**src/rtl/mem_ctrl.sv**
```systemverilog
// -----------------------------------------------------------------------------
// mem_ctrl
//
// Single-port memory controller serving two requesters: instruction fetch (IF)
// and load/store (MEM). Both share one byte-wide synchronous RAM. 32-bit
// little-endian words are split into byte beats for stores and reassembled
// from byte beats for loads and fetches. MEM has priority over IF.
//
// Ports:
//   clk, rst        clock and synchronous active-high reset
//   if_req/if_addr  fetch request (held until if_done) and byte address
//   flush           branch redirect; aborts an in-flight fetch
//   mem_req/mem_we  load/store request (held until mem_done), 1 = store
//   mem_len         00 = 1 byte, 01 = 2 bytes, 1x = 4 bytes
//   mem_addr        load/store byte address
//   mem_wdata       store data, byte k goes to addr+k
//   ram_din         RAM read data, valid one cycle after its address
//   ram_dout/ram_a  RAM write data and byte address
//   ram_wr          RAM write enable
//   if_done/if_inst fetch completion pulse and fetched word (held)
//   mem_done        load/store completion pulse
//   mem_rdata       zero-extended load data (held until the next load)
//   if_busy         if_req & ~if_done, IF stall request
//   mem_busy        mem_req & ~mem_done, MEM stall request
// -----------------------------------------------------------------------------
module mem_ctrl #(
    parameter int RAM_AW = 17,
    parameter int DATA_W = 32
) (
    input  logic              clk,
    input  logic              rst,
    input  logic              if_req,
    input  logic [31:0]       if_addr,
    input  logic              flush,
    input  logic              mem_req,
    input  logic              mem_we,
    input  logic [1:0]        mem_len,
    input  logic [31:0]       mem_addr,
    input  logic [DATA_W-1:0] mem_wdata,
    input  logic [7:0]        ram_din,
    output logic [7:0]        ram_dout,
    output logic [RAM_AW-1:0] ram_a,
    output logic              ram_wr,
    output logic              if_done,
    output logic [DATA_W-1:0] if_inst,
    output logic              mem_done,
    output logic [DATA_W-1:0] mem_rdata,
    output logic              if_busy,
    output logic              mem_busy
);

    typedef enum logic [1:0] {
        IDLE   = 2'd0,
        IF_RD  = 2'd1,
        MEM_RD = 2'd2,
        MEM_WR = 2'd3
    } state_t;

    state_t            state;
    logic [2:0]        beat;       // beat index of the current cycle (cycle = beat+1)
    logic [2:0]        nbeats;     // number of byte beats of the active request
    logic [31:0]       base;       // latched byte address
    logic [DATA_W-1:0] wdata;      // latched store data
    logic [DATA_W-1:0] rd_buf;     // bytes captured so far for a read

    logic [2:0]        mem_n;
    logic [2:0]        beat_nxt;
    logic [31:0]       nxt_addr;
    logic [7:0]        nxt_byte;
    logic [DATA_W-1:0] rd_word;
    logic              can_accept;
    logic              accept_mem;
    logic              accept_if;
    logic              unused_hi;

    always_comb begin
        case (mem_len)
            2'b00:   mem_n = 3'd1;
            2'b01:   mem_n = 3'd2;
            default: mem_n = 3'd4;
        endcase
    end

    // A done flag still high means the requester has not yet dropped its
    // request, so IDLE waits one cycle before accepting anything.
    assign can_accept = (state == IDLE) && !if_done && !mem_done;
    assign accept_mem = can_accept && mem_req;
    assign accept_if  = can_accept && !mem_req && if_req && !flush;

    assign beat_nxt = beat + 3'd1;

    // Address is formed at full width; only the low RAM_AW bits reach the
    // RAM, so running off the top wraps silently.
    assign nxt_addr  = base + {29'd0, beat_nxt};
    assign unused_hi = ^nxt_addr[31:RAM_AW];

    always_comb begin
        case (beat_nxt)
            3'd1:    nxt_byte = wdata[15:8];
            3'd2:    nxt_byte = wdata[23:16];
            3'd3:    nxt_byte = wdata[31:24];
            default: nxt_byte = wdata[7:0];
        endcase
    end

    // ram_din in cycle beat+1 carries the byte addressed one cycle earlier,
    // i.e. byte (beat-1); merge it into the partially assembled word.
    always_comb begin
        rd_word = rd_buf;
        case (beat)
            3'd1:    rd_word[7:0]   = ram_din;
            3'd2:    rd_word[15:8]  = ram_din;
            3'd3:    rd_word[23:16] = ram_din;
            3'd4:    rd_word[31:24] = ram_din;
            default: rd_word = rd_buf;
        endcase
    end

    assign if_busy  = if_req & ~if_done;
    assign mem_busy = mem_req & ~mem_done;

    // Request latch and read assembly buffer; pure data, no reset needed.
    always_ff @(posedge clk) begin
        if (accept_mem) begin
            base   <= mem_addr;
            wdata  <= mem_wdata;
            nbeats <= mem_n;
            rd_buf <= '0;
        end else if (accept_if) begin
            base   <= if_addr;
            nbeats <= 3'd4;
            rd_buf <= '0;
        end else if ((state == IF_RD || state == MEM_RD) && beat != 3'd0) begin
            rd_buf <= rd_word;
        end
    end

    // Control FSM with registered RAM strobes and completion pulses.
    always_ff @(posedge clk) begin
        if (rst) begin
            state     <= IDLE;
            beat      <= 3'd0;
            ram_a     <= '0;
            ram_dout  <= '0;
            ram_wr    <= 1'b0;
            if_done   <= 1'b0;
            mem_done  <= 1'b0;
            if_inst   <= '0;
            mem_rdata <= '0;
        end else begin
            if_done  <= 1'b0;
            mem_done <= 1'b0;
            case (state)
                IDLE: begin
                    beat <= 3'd0;
                    if (accept_mem) begin
                        ram_a <= mem_addr[RAM_AW-1:0];
                        if (mem_we) begin
                            state    <= MEM_WR;
                            ram_wr   <= 1'b1;
                            ram_dout <= mem_wdata[7:0];
                        end else begin
                            state <= MEM_RD;
                        end
                    end else if (accept_if) begin
                        ram_a <= if_addr[RAM_AW-1:0];
                        state <= IF_RD;
                    end
                end

                IF_RD, MEM_RD: begin
                    if (state == IF_RD && flush) begin
                        // Redirect: drop the fetch and any partial bytes.
                        state <= IDLE;
                    end else begin
                        beat <= beat_nxt;
                        if (beat_nxt < nbeats) begin
                            ram_a <= nxt_addr[RAM_AW-1:0];
                        end
                        // beat == nbeats: last byte is on ram_din now.
                        if (beat == nbeats) begin
                            state <= IDLE;
                            if (state == IF_RD) begin
                                if_inst <= rd_word;
                                if_done <= 1'b1;
                            end else begin
                                mem_rdata <= rd_word;
                                mem_done  <= 1'b1;
                            end
                        end
                    end
                end

                MEM_WR: begin
                    if (beat_nxt < nbeats) begin
                        beat     <= beat_nxt;
                        ram_a    <= nxt_addr[RAM_AW-1:0];
                        ram_dout <= nxt_byte;
                    end else begin
                        ram_wr   <= 1'b0;
                        mem_done <= 1'b1;
                        state    <= IDLE;
                    end
                end

                default: state <= IDLE;
            endcase
        end
    end

endmodule

```
**config.mk**
```make
export PLATFORM = sky130hd
export DESIGN_NAME = mem_ctrl
export DESIGN_NICKNAME = d
export VERILOG_FILES = /design/src/rtl/mem_ctrl.sv
export SDC_FILE = /design/constraint.sdc
export NUM_CORES = 1
export LEC_CHECK = 0
export ABC_AREA = 1
export BUFFER_PORTS_ARGS = -buffer_cell sky130_fd_sc_hd__buf_2
export CORE_MARGIN = 4
export CORE_UTILIZATION = 40
export CTS_BUF_LIST = sky130_fd_sc_hd__clkbuf_2 sky130_fd_sc_hd__clkbuf_4 sky130_fd_sc_hd__clkbuf_8
export DETAILED_ROUTE_END_ITERATION = 8
export GPL_TIMING_DRIVEN = 0
export PLACE_DENSITY_LB_ADDON = 0.3
export RECOVER_POWER = 50
export SETUP_SLACK_MARGIN = 0.5
export SKIP_LAST_GASP = 1
export SYNTH_ARGS = -nofsm -noshare
export SYNTH_HDL_FRONTEND = slang
export SYNTH_SLANG_ARGS = --single-unit
```
**constraint.sdc**
```tcl
create_clock -name clk -period 3.8 [get_ports clk]
set_input_delay 0.19 -clock clk [delete_from_list [all_inputs] [get_ports clk]]
set_output_delay 0.19 -clock clk [all_outputs]
set_load 0.01 [all_outputs]
```
=== Yosys cells after proc, flatten, opt, wreduce, memory -nomap -nowiden ===
Cells that the tools add are included.

* Bits in registers: 181
* Bits of input ports: 112
* Word-level logic and storage cells: 110

* $add $sub $neg: 2
* $lt $le $gt $ge: 1
* Eq/ne operators: 19
* Muxes and demuxes: 39
* Bitwise gates (word level): 8
* Reduce and logical (&&, ||, !) cells: 28

{| class="wikitable"
|+ Operators with widths
! operator !! number
|-
| $mux W17 || 6
|-
| $mux W8 || 7
|-
| $pmux W17 S3 || 1
|-
| $pmux W8 S3 || 1
|-
| $add A17 B3 Y17 || 1
|-
| $pmux W8 S2 || 1
|-
| $reduce_and A4 Y1 || 4
|-
| $eq A3 B2 Y1 const B || 4
|-
| $mux W3 || 4
|-
| $mux W2 || 5
|-
| $ne A2 B2 Y1 const B || 5
|-
| $mux W1 || 9
|-
| $pmux W3 S3 || 1
|-
| $logic_and A1 B1 Y1 || 8
|-
| $eq A3 B1 Y1 const B || 2
|-
| $ne A3 B3 Y1 const B || 2
|-
| $not A1 Y1 || 6
|-
| $pmux W2 S3 || 1
|-
| $pmux W3 S2 || 1
|-
| $eq A2 B1 Y1 const B || 2
|-
| $eq A2 B2 Y1 const B || 2
|-
| $logic_not A1 Y1 || 4
|-
| $logic_not A2 Y1 || 2
|-
| $pmux W1 S2 || 2
|-
| 12 further kinds || 16
|}

=== Longest topological paths before layout ===
Gate-level depths: netlist of the first run.

* Depth in word-level cells: 9
* Depth in mapped cells: 14
* Mapped depth without buffers: 13

=== Least setup slack after synthesis of the first run ===
No wires, ideal clock.

* Path type: reg-to-reg
* Start: reg beat[0]
* End: reg ram_dout[0]
* Setup time: 0.114 ns
* Arrival time: 2.297 ns
* Required time: 3.686 ns
* Slack: 1.389 ns
* Cell stages (with the launch flop): 13
* Clock period less this slack: 2.411 ns
* Path through: dfxtp_1 > ha_1 > ha_1 > clkbuf_1 > inv_1 > ha_1 > a21oi_1 > nand2_1 > nand2_1 > o211ai_2 > buf_6 > a21oi_1 > nor2_1

* Cells in the longest elaborated chain, start to end: 5
* Elaborated cells on any way between the ends: 10
* Classes of those cells: add/sub: 1; order compare: 1; eq/ne: 4; mux: 3; reduce/logical: 1

{| class="wikitable"
|+ Ends and longest elaborated chain
! what !! line !! text
|-
| start: declaration || 60 || <nowiki>logic [2:0] beat;</nowiki>
|-
| start signal: assignment || 176 || <nowiki>beat <= beat_nxt;</nowiki>
|-
| start signal: assignment || 196 || <nowiki>beat <= beat_nxt;</nowiki>
|-
| $add A3 B1 Y3 (*) || 90 || <nowiki>assign beat_nxt = beat + 3'd1;</nowiki>
|-
| $eq A3 B2 Y1 / $eq A3 B1 Y1 (equally long branches) || 98 || <nowiki>case (beat_nxt)</nowiki>
|-
| $pmux W8 S3 || 98 ||
|-
| $mux W8 || 195 || <nowiki>if (beat_nxt < nbeats) begin</nowiki>
|-
| $pmux W8 S2 || 153 || <nowiki>case (state)</nowiki>
|-
| end signal: assignment || 161 || <nowiki>ram_dout <= mem_wdata[7:0];</nowiki>
|-
| end signal: assignment || 198 || <nowiki>ram_dout <= nxt_byte;</nowiki>
|-
| end: declaration || 41 || <nowiki>output logic [7:0] ram_dout,</nowiki>
|}

Mark *: on every way between the ends. The rest lies on a longest branch, timed or not. The select of a mux whose other input is x is not followed.
A chain may end at the register's enable or synchronous reset.

=== Final worst setup path of the first run ===
* Start: reg state[0]
* End: reg base[4], data pin

* Cells in the longest elaborated chain, start to end: 5

{| class="wikitable"
|+ Ends and longest elaborated chain
! what !! line !! text
|-
| start: declaration || 59 || <nowiki>state_t state;</nowiki>
|-
| start signal: assignment || 141 || <nowiki>state <= IDLE;</nowiki>
|-
| start signal: assignment || 159 || <nowiki>state <= MEM_WR;</nowiki>
|-
| start signal: assignment || 163 || <nowiki>state <= MEM_RD;</nowiki>
|-
| $logic_not A2 Y1 || 86 || <nowiki>assign can_accept = (state == IDLE) && !if_done && !mem_done;</nowiki>
|-
| $logic_and A1 B1 Y1 (2 in a row) || 86 ||
|-
| $logic_and A1 B1 Y1 || 87 || <nowiki>assign accept_mem = can_accept && mem_req;</nowiki>
|-
| named net accept_mem || 72 || <nowiki>logic accept_mem;</nowiki>
|-
| $mux W17 || 124 || <nowiki>if (accept_mem) begin</nowiki>
|-
| end signal: assignment || 125 || <nowiki>base <= mem_addr;</nowiki>
|-
| end signal: assignment || 130 || <nowiki>base <= if_addr;</nowiki>
|-
| end: declaration || 62 || <nowiki>logic [31:0] base;</nowiki>
|}

The timed path passes the listed nets, and every way through them passes these cells.

==> run_results.csv, run 1 <==
group,metric,value,unit
worst_setup_path,crit_arrival,3.38,ns
clocking,cts_root_buffer,"clkbuf_8",
logic_synthesis,yosysSeqAreaShare,51.20,%
grt,antenna_found_initial,1,
placement,gp_congestion,0.8782,
sta,hold_viol,0,
detailed_routing,final_antenna_net_count,0,
power_and_ir_drop,peakVddDrop,316.4,µV
power_and_ir_drop,p_int,3768,µW
worst_setup_path,cp_cell_sequence,"inv_1 > ha_1 > inv_1 > nor2_1 > nand2_1 > clkinvlp_2 > buf_4 > nand2_1 > nand2_1 > dlygate4sd3_1",
logic_synthesis,yosys-top-cells-area,"dfxtp_1, edfxtp_1, nand2_1, a21oi_1, o21ai_0",
clocking,clk-insertion-delay-late,0.47,ns
die,start_util,41.18,%
die,core,19650,µm²
grt,grt_usage,21.06,%
power_and_ir_drop,p_seq_share,41.3,%
job,cap_violations,0,
clocking,cts_sinks,181,
placement,detailedPlace.worstSlack,0.7530,ns
power_and_ir_drop,p_leak,0.004384,µW
die,rows,51,
hold_path,worst_hold_path_type,"in2reg",
clocking,cts_tree,"yes",
logic_synthesis,synth-xor-area-share,0.3246,%
logic_synthesis,synth_adder_area_share,3.030,%
hold_path,hp-start,"if_addr[15]",
logic_synthesis,synth_nets,1175,
logic_synthesis,yosysMostFrequentCell,"nand2_1",
power_and_ir_drop,powerDensity,643.4,nW/µm²
hold_path,hold_path_end,"base[15]$_DFFE_PP_",
detailed_routing,drc_errors,0,
die,die_width,150.3,µm
grt,overflow,0,
sta,fin_crit_sh,83.00,%
power_and_ir_drop,power_frac_clock,20.6,%
cells_and_area,final_net_count,1418,
logic_synthesis,syn_area,8094,µm²
logic_synthesis,synth_cell_types,32,
cells_and_area,drive_gt1_share,10.31,%
worst_setup_path,cp.required,4.03,ns
logic_synthesis,syn_inst,1044,
placement,io_buffer_count,175,
hold_path,hold_path_depth,3,
logic_synthesis,ys_ff_latch,181,
worst_setup_path,cp-end-kind,"register",
worst_setup_path,r2r_slack,0.65,ns
sta,worst_slack,0.6462,ns
worst_setup_path,crit_slowest_cell,"dlygate4sd3_1",
power_and_ir_drop,power.total,6450,µW
die,fp.dieH,150.3,µm
sta,rsz0062_at_grt,"false",
worst_setup_path,rr_endpoint,"base[4]$_DFFE_PP_",
worst_setup_path,start_kind,"register",
power_and_ir_drop,p_sw,2682,µW
grt,grt_max_degree,42,
cells_and_area,fin_cells,1565,
sta,worstMarginPinSlew,0.6941,ns
worst_setup_path,cp_max_fo,41,
grt,grt_pass1_wl,37.30,mm
placement,hpwl,16.98,mm
logic_synthesis,synth_area_per_cell,7.753,µm²
sta,report.final.setup_viol,0,
sta,slew_viol_final,0,
detailed_routing,via_per_inst,4.853,
detailed_routing,wl_per_cell,15.11,µm
die,io-pin-count,206,
logic_synthesis,async_flop_share,0,%
worst_setup_path,rr_startpoint,"state[0]$_SDFFE_PP0P_",
detailed_routing,first_iter_violations,490,
power_and_ir_drop,p_comb_share,38.1,%
power_and_ir_drop,swShare,41.58,%
sta,fin_skew,0.01640,ns
detailed_routing,drt-total-wl,23.65,mm
logic_synthesis,synth_simple_gate_area_share,21.95,%
cells_and_area,syn_to_final_growth,23.85,%
worst_setup_path,ff2ff_path_depth,10,
logic_synthesis,yosys-top-cells-count,"nand2_1, a21oi_1, dfxtp_1",
clocking,path_clk_slew,0.10,ns
sta,setup_tns,0,ns
detailed_routing,firstDrtPassIters,6,
logic_synthesis,synthMuxAreaShare,0.1237,%
worst_setup_path,critPathMostFrequentCell,"nand2_1",
sta,period_minus_slack,3.154,ns
cells_and_area,utilization,51.01,%
sta,relSlewSlack,53.57,%
logic_synthesis,synth_top_family_by_area,"simple AND/OR/NAND/NOR gates",
worst_setup_path,criticalPathCategory,"reg2reg",
logic_synthesis,synth-compound-area-share,15.24,%
detailed_routing,route.vias.total,7595,
logic_synthesis,synth_top_flop_cell,"dfxtp_1",
logic_synthesis,synth_edf_count,52,
worst_setup_path,slowest_delay,0.55,ns
placement,dp.cells,1484,
clocking,cts_inserted_buffers,17,
logic_synthesis,synthDominantCellAreaShare,31.91,%
die,die-area,22580,µm²
sta,max_freq,317.1,MHz
status,run_status,"completed",
clocking,ctsLongestPathBuffers,2,
logic_synthesis,ys_warn_count,0,
cells_and_area,antenna_cells,0,
clocking,cts_htree_levels,4,
logic_synthesis,yosys.area.top_type,"dfxtp_1",
grt,grt_pass1_vias,7388,
worst max-delay path by stage:
stage	from	end	slack [ns]	cells past startpoint
CTS	beat[0]$_SDFFE_PP0P_	ram_a[7]$_SDFFE_PP0P_	0.73	13
global placement	beat[0]$_SDFFE_PP0P_	ram_a[7]$_SDFFE_PP0P_	0.73	13
floorplan	beat[0]$_SDFFE_PP0P_	ram_dout[0]$_SDFFE_PP0P_	1.39	12
finish	state[0]$_SDFFE_PP0P_	base[4]$_DFFE_PP_	0.65	10
global route	state[0]$_SDFFE_PP0P_	base[12]$_DFFE_PP_	0.49	10
detailed placement	beat[0]$_SDFFE_PP0P_	ram_a[7]$_SDFFE_PP0P_	0.75	13
stage by stage:
| stage | instance area, µm² | hold WS [ns] |
|---|---|---|
| 5_1_grt | 10020 | 0.02152 |
| 6_report | 10020 | 0.03156 |
| 4_1_cts | 10190 | 0.002105 |
| 3_5_place_dp | 9301 | 0.3681 |
| 3_3_place_gp | 9301 | 0.3672 |
| 2_1_floorplan | 8094 | 0.2889 |
repair_timing:
action	4_1_cts	5_1_grt
setup buffers	0	0
endpoints found under the setup margin	0	10
hold buffers	49	0
gates resized for setup	0	3
endpoints found under the hold margin	43	0
power by group through the flow:
| stage | registers [µW] | logic [µW] | clock network [µW] |
|---|---|---|---|
| detailed placement | 2700 | 2440 | 0 |
| CTS | 2660 | 2510 | 1350 |
| global placement | 2690 | 2400 | 0 |
| finish | 2670 | 2460 | 1330 |
| floorplan | 2710 | 1610 | 0 |
| global route | 2710 | 2820 | 1420 |
critical path, delay by kind of cell (launching register included):
family        cells  cell delay, ns
simple gates      4            0.53
buf+inv           5            1.72
fa+ha+maj         1            0.28
flops             1            0.39
layout by cell type (no fill, tap or decap), types with 6 or more instances in the layout:
cell	synthesis	layout
a21oi_1	129	129
buf_2	8	76
clkbuf_1	32	142
clkbuf_8	0	17
dfxtp_1	129	129
dlygate4sd3_1	0	49
edfxtp_1	52	52
ha_1	18	18
inv_1	110	110
inv_6	0	6
nand2_1	317	317
nand3_1	33	33
nand4_1	7	7
nor2_1	61	64
o211a_1	6	6
o21ai_0	97	97
or2_2	12	12
state kept, by name, summed over array words and instances (netlist names), 2 cells and up:
| register | count |
|---|---|
| state | 2 |
| beat | 3 |
| rd_buf | 32 |
| mem_rdata | 32 |
| wdata | 32 |
| ram_dout | 8 |
| nbeats | 3 |
| if_inst | 32 |
| ram_a | 17 |
| base | 17 |
metal layers:
| metal | track usage [%] | part of all wire (%) | up-vias |
|---|---|---|---|
| met5 | 0 | 0.055 | - |
| met4 | 4.849 | 1.0 | 2 |
| met3 | 5.509 | 7.7 | 24 |
| met2 | 33.12 | 45 | 271 |
| met1 | 29.27 | 46 | 3443 |
| li1 | - | - | 3855 |
layout make-up:
type	count	area (µm²)
clock buffer	17	234.0
tap	265	331.6
buffer	48	198.9
clock inverter	15	165.2
inverter	115	432.9
multi-input combinational	700	3279
sequential	181	4144
fill	1959	9629
timing repair buffer	224	1239
cells by family after synthesis:
family	after synthesis
compound gates	237
xor+xnor	3
fa+ha+maj	19
buf+inv	163
flops	181
mux	1
simple gates	440
(Power assumes the default switching activity.)
==> run 2: changes to the inputs <==
==> constraint.sdc (replaced) <==
create_clock -name clk -period 2.6 [get_ports clk]
set_input_delay 0.13 -clock clk [delete_from_list [all_inputs] [get_ports clk]]
set_output_delay 0.13 -clock clk [all_outputs]
set_load 0.01 [all_outputs]
==> run_results.csv, run 2 (same netlist as run 1, synthesis figures left out) <==
group,metric,value,unit
sta,relSlewSlack,48.27,%
cells_and_area,drive_gt1_share,17.81,%
power_and_ir_drop,peakVddDrop,449.1,µV
placement,gp_congestion,0.8694,
clocking,clk-insertion-delay-late,0.46,ns
placement,io_buffer_count,175,
die,die-area,22580,µm²
die,fp.dieH,150.3,µm
grt,overflow,0,
detailed_routing,firstDrtPassIters,5,
worst_setup_path,crit_arrival,2.76,ns
detailed_routing,drc_errors,0,
cells_and_area,syn_to_final_growth,33.82,%
power_and_ir_drop,powerDensity,952.1,nW/µm²
placement,place_area,9366,µm²
placement,detailedPlace.worstSlack,-0.005119,ns
worst_setup_path,cp-end-kind,"register",
clocking,cts_root_buffer,"clkbuf_8",
worst_setup_path,start_kind,"register",
detailed_routing,final_antenna_net_count,0,
placement,hpwl,17.18,mm
die,core,19650,µm²
sta,worstMarginPinSlew,0.7759,ns
grt,grt_pass1_wl,37.47,mm
cells_and_area,fin_area,10830,µm²
detailed_routing,wl_per_cell,15.32,µm
detailed_routing,via_per_inst,4.882,
grt,grt_max_degree,42,
sta,report.final.setup_viol,0,
power_and_ir_drop,p_comb_share,42.7,%
hold_path,worst_hold_path_type,"in2reg",
worst_setup_path,cp_max_fo,7,
power_and_ir_drop,swShare,40.50,%
sta,rsz0062_at_grt,"true",
grt,grt_pass1_vias,7230,
clocking,ctsLongestPathBuffers,2,
die,io-pin-count,206,
cells_and_area,layout_common_cells,"nand2_1, dfxtp_1, clkbuf_1, a21oi_1, inv_1",
sta,hold_viol,0,
grt,grt_usage,21.33,%
detailed_routing,route.vias.total,7797,
clocking,cts_sinks,181,
sta,worst_slack,0.2411,ns
power_and_ir_drop,p_seq_share,37.8,%
power_and_ir_drop,power_frac_clock,19.5,%
sta,fin_skew,0.01329,ns
power_and_ir_drop,p_int,6136,µW
grt,antenna_found_initial,1,
clocking,cts_inserted_buffers,17,
cells_and_area,fill_cells,1890,
placement,dp.cells,1484,
cells_and_area,final_net_count,1450,
sta,slew_viol_final,0,
power_and_ir_drop,p_sw,4177,µW
die,die_width,150.3,µm
cells_and_area,layout_commonest_cell,"nand2_1",
worst_setup_path,criticalPathCategory,"reg2reg",
sta,fin_crit_sh,90.73,%
status,run_status,"completed",
detailed_routing,drt-total-wl,24.46,mm
die,start_util,41.18,%
detailed_routing,first_iter_violations,521,
job,cap_violations,0,
clocking,cts_tree,"yes",
clocking,cts_htree_levels,4,
power_and_ir_drop,p_leak,0.004689,µW
worst_setup_path,cp.required,3.00,ns
clocking,path_clk_slew,0.09,ns
sta,period_minus_slack,2.359,ns
cells_and_area,fin_cells,1597,
sta,max_freq,423.9,MHz
die,rows,51,
run 2: changes by cell type in the layout (fill, tap and decap cells not counted), moves of 7 or more:
cell	delta
dlygate4sd3_1	+16
buf_6	+7
nand2_4	+7
o21ai_1	+12
o21ai_0	-17
buf_4	+15
clkbuf_1	-19
nand2_2	+12
nor2_1	-12
a21oi_2	+12
nor2_4	+7
a21oi_1	-13
nand2_1	-19
run 2: power by group through the flow:
stage               sequential (µW)  clock, µW  combinational [µW]
global route                   3960       2160                4910
finish                         3900       2010                4400
floorplan                      3960          0                2420
detailed placement             3920          0                3650
CTS                            3870       2050                4050
global placement               3910          0                3590
run 2: area by class of cell:
cell class | instances | area (µm²) | area share [%]
Multi-Input combinational cell | 701 | 3664 | 33.82
Tap cell | 265 | 331.6 | 3.061
Buffer | 48 | 309.0 | 2.853
Inverter | 115 | 442.9 | 4.089
Timing Repair Buffer | 255 | 1526 | 14.09
Antenna cell | 1 | 2.502 | 0.02310
Sequential cell | 181 | 4149 | 38.30
Clock inverter | 12 | 151.4 | 1.398
Clock buffer | 19 | 255.2 | 2.356
run 2: per-layer routing:
metal / part of all wire, % / GRT usage, %
met2: 47 / 35.55
met3: 6.2 / 5.117
met4: 1.6 / 4.941
met1: 45 / 28.19
met5: 0 / 0
run 2: timing repair:
| item | in CTS | in global routing |
|---|---|---|
| gates cloned | 3 | 1 |
| hold endpoints to repair | 56 | 0 |
| resized for setup | 50 | 97 |
| pin swaps | 9 | 28 |
| setup endpoints to repair | 100 | 133 |
| hold buffers | 65 | 0 |
| setup buffers | 6 | 6 |
run 2: final timing paths:
check,startpoint,end,slack (ns),depth (start not counted)
max,beat[0]$_SDFFE_PP0P_,ram_a[9]$_SDFFE_PP0P_,0.24,12
min,mem_addr[2],base[2]$_DFFE_PP_,0.02,3
max reg2reg,beat[0]$_SDFFE_PP0P_,ram_a[9]$_SDFFE_PP0P_,0.24,12
min reg2reg,mem_rdata[8]$_SDFFE_PP0P_,mem_rdata[8]$_SDFFE_PP0P_,0.46,2
run 2: per-stage QoR:
stage / setup TNS, ns / power [µW] / hold WS (ns) / utilization [%]
after floorplan: 0 / 6378 / 0.2289 / -
after global placement: 0 / 7500 / 0.3072 / 47.66
after detailed placement: -0.01001 / 7572 / 0.3081 / 47.66
after CTS: 0 / 9966 / 0.009800 / 54.34
after global routing: 0 / 11030 / 0.05015 / 55.11
final: 0 / 10310 / 0.02353 / 55.11
run 2: worst max-delay path, stage by stage (launching register included):
cell,delay (ns)
dfxtp_4,0.37
ha_4,0.16
ha_4,0.28
clkbuf_16,0.13
clkinvlp_4,0.17
ha_4,0.33
nand2_2,0.06
nor2_1,0.08
nand2_1,0.10
nand2_4,0.11
a21oi_1,0.07
or2_2,0.32
a21oi_2,0.13
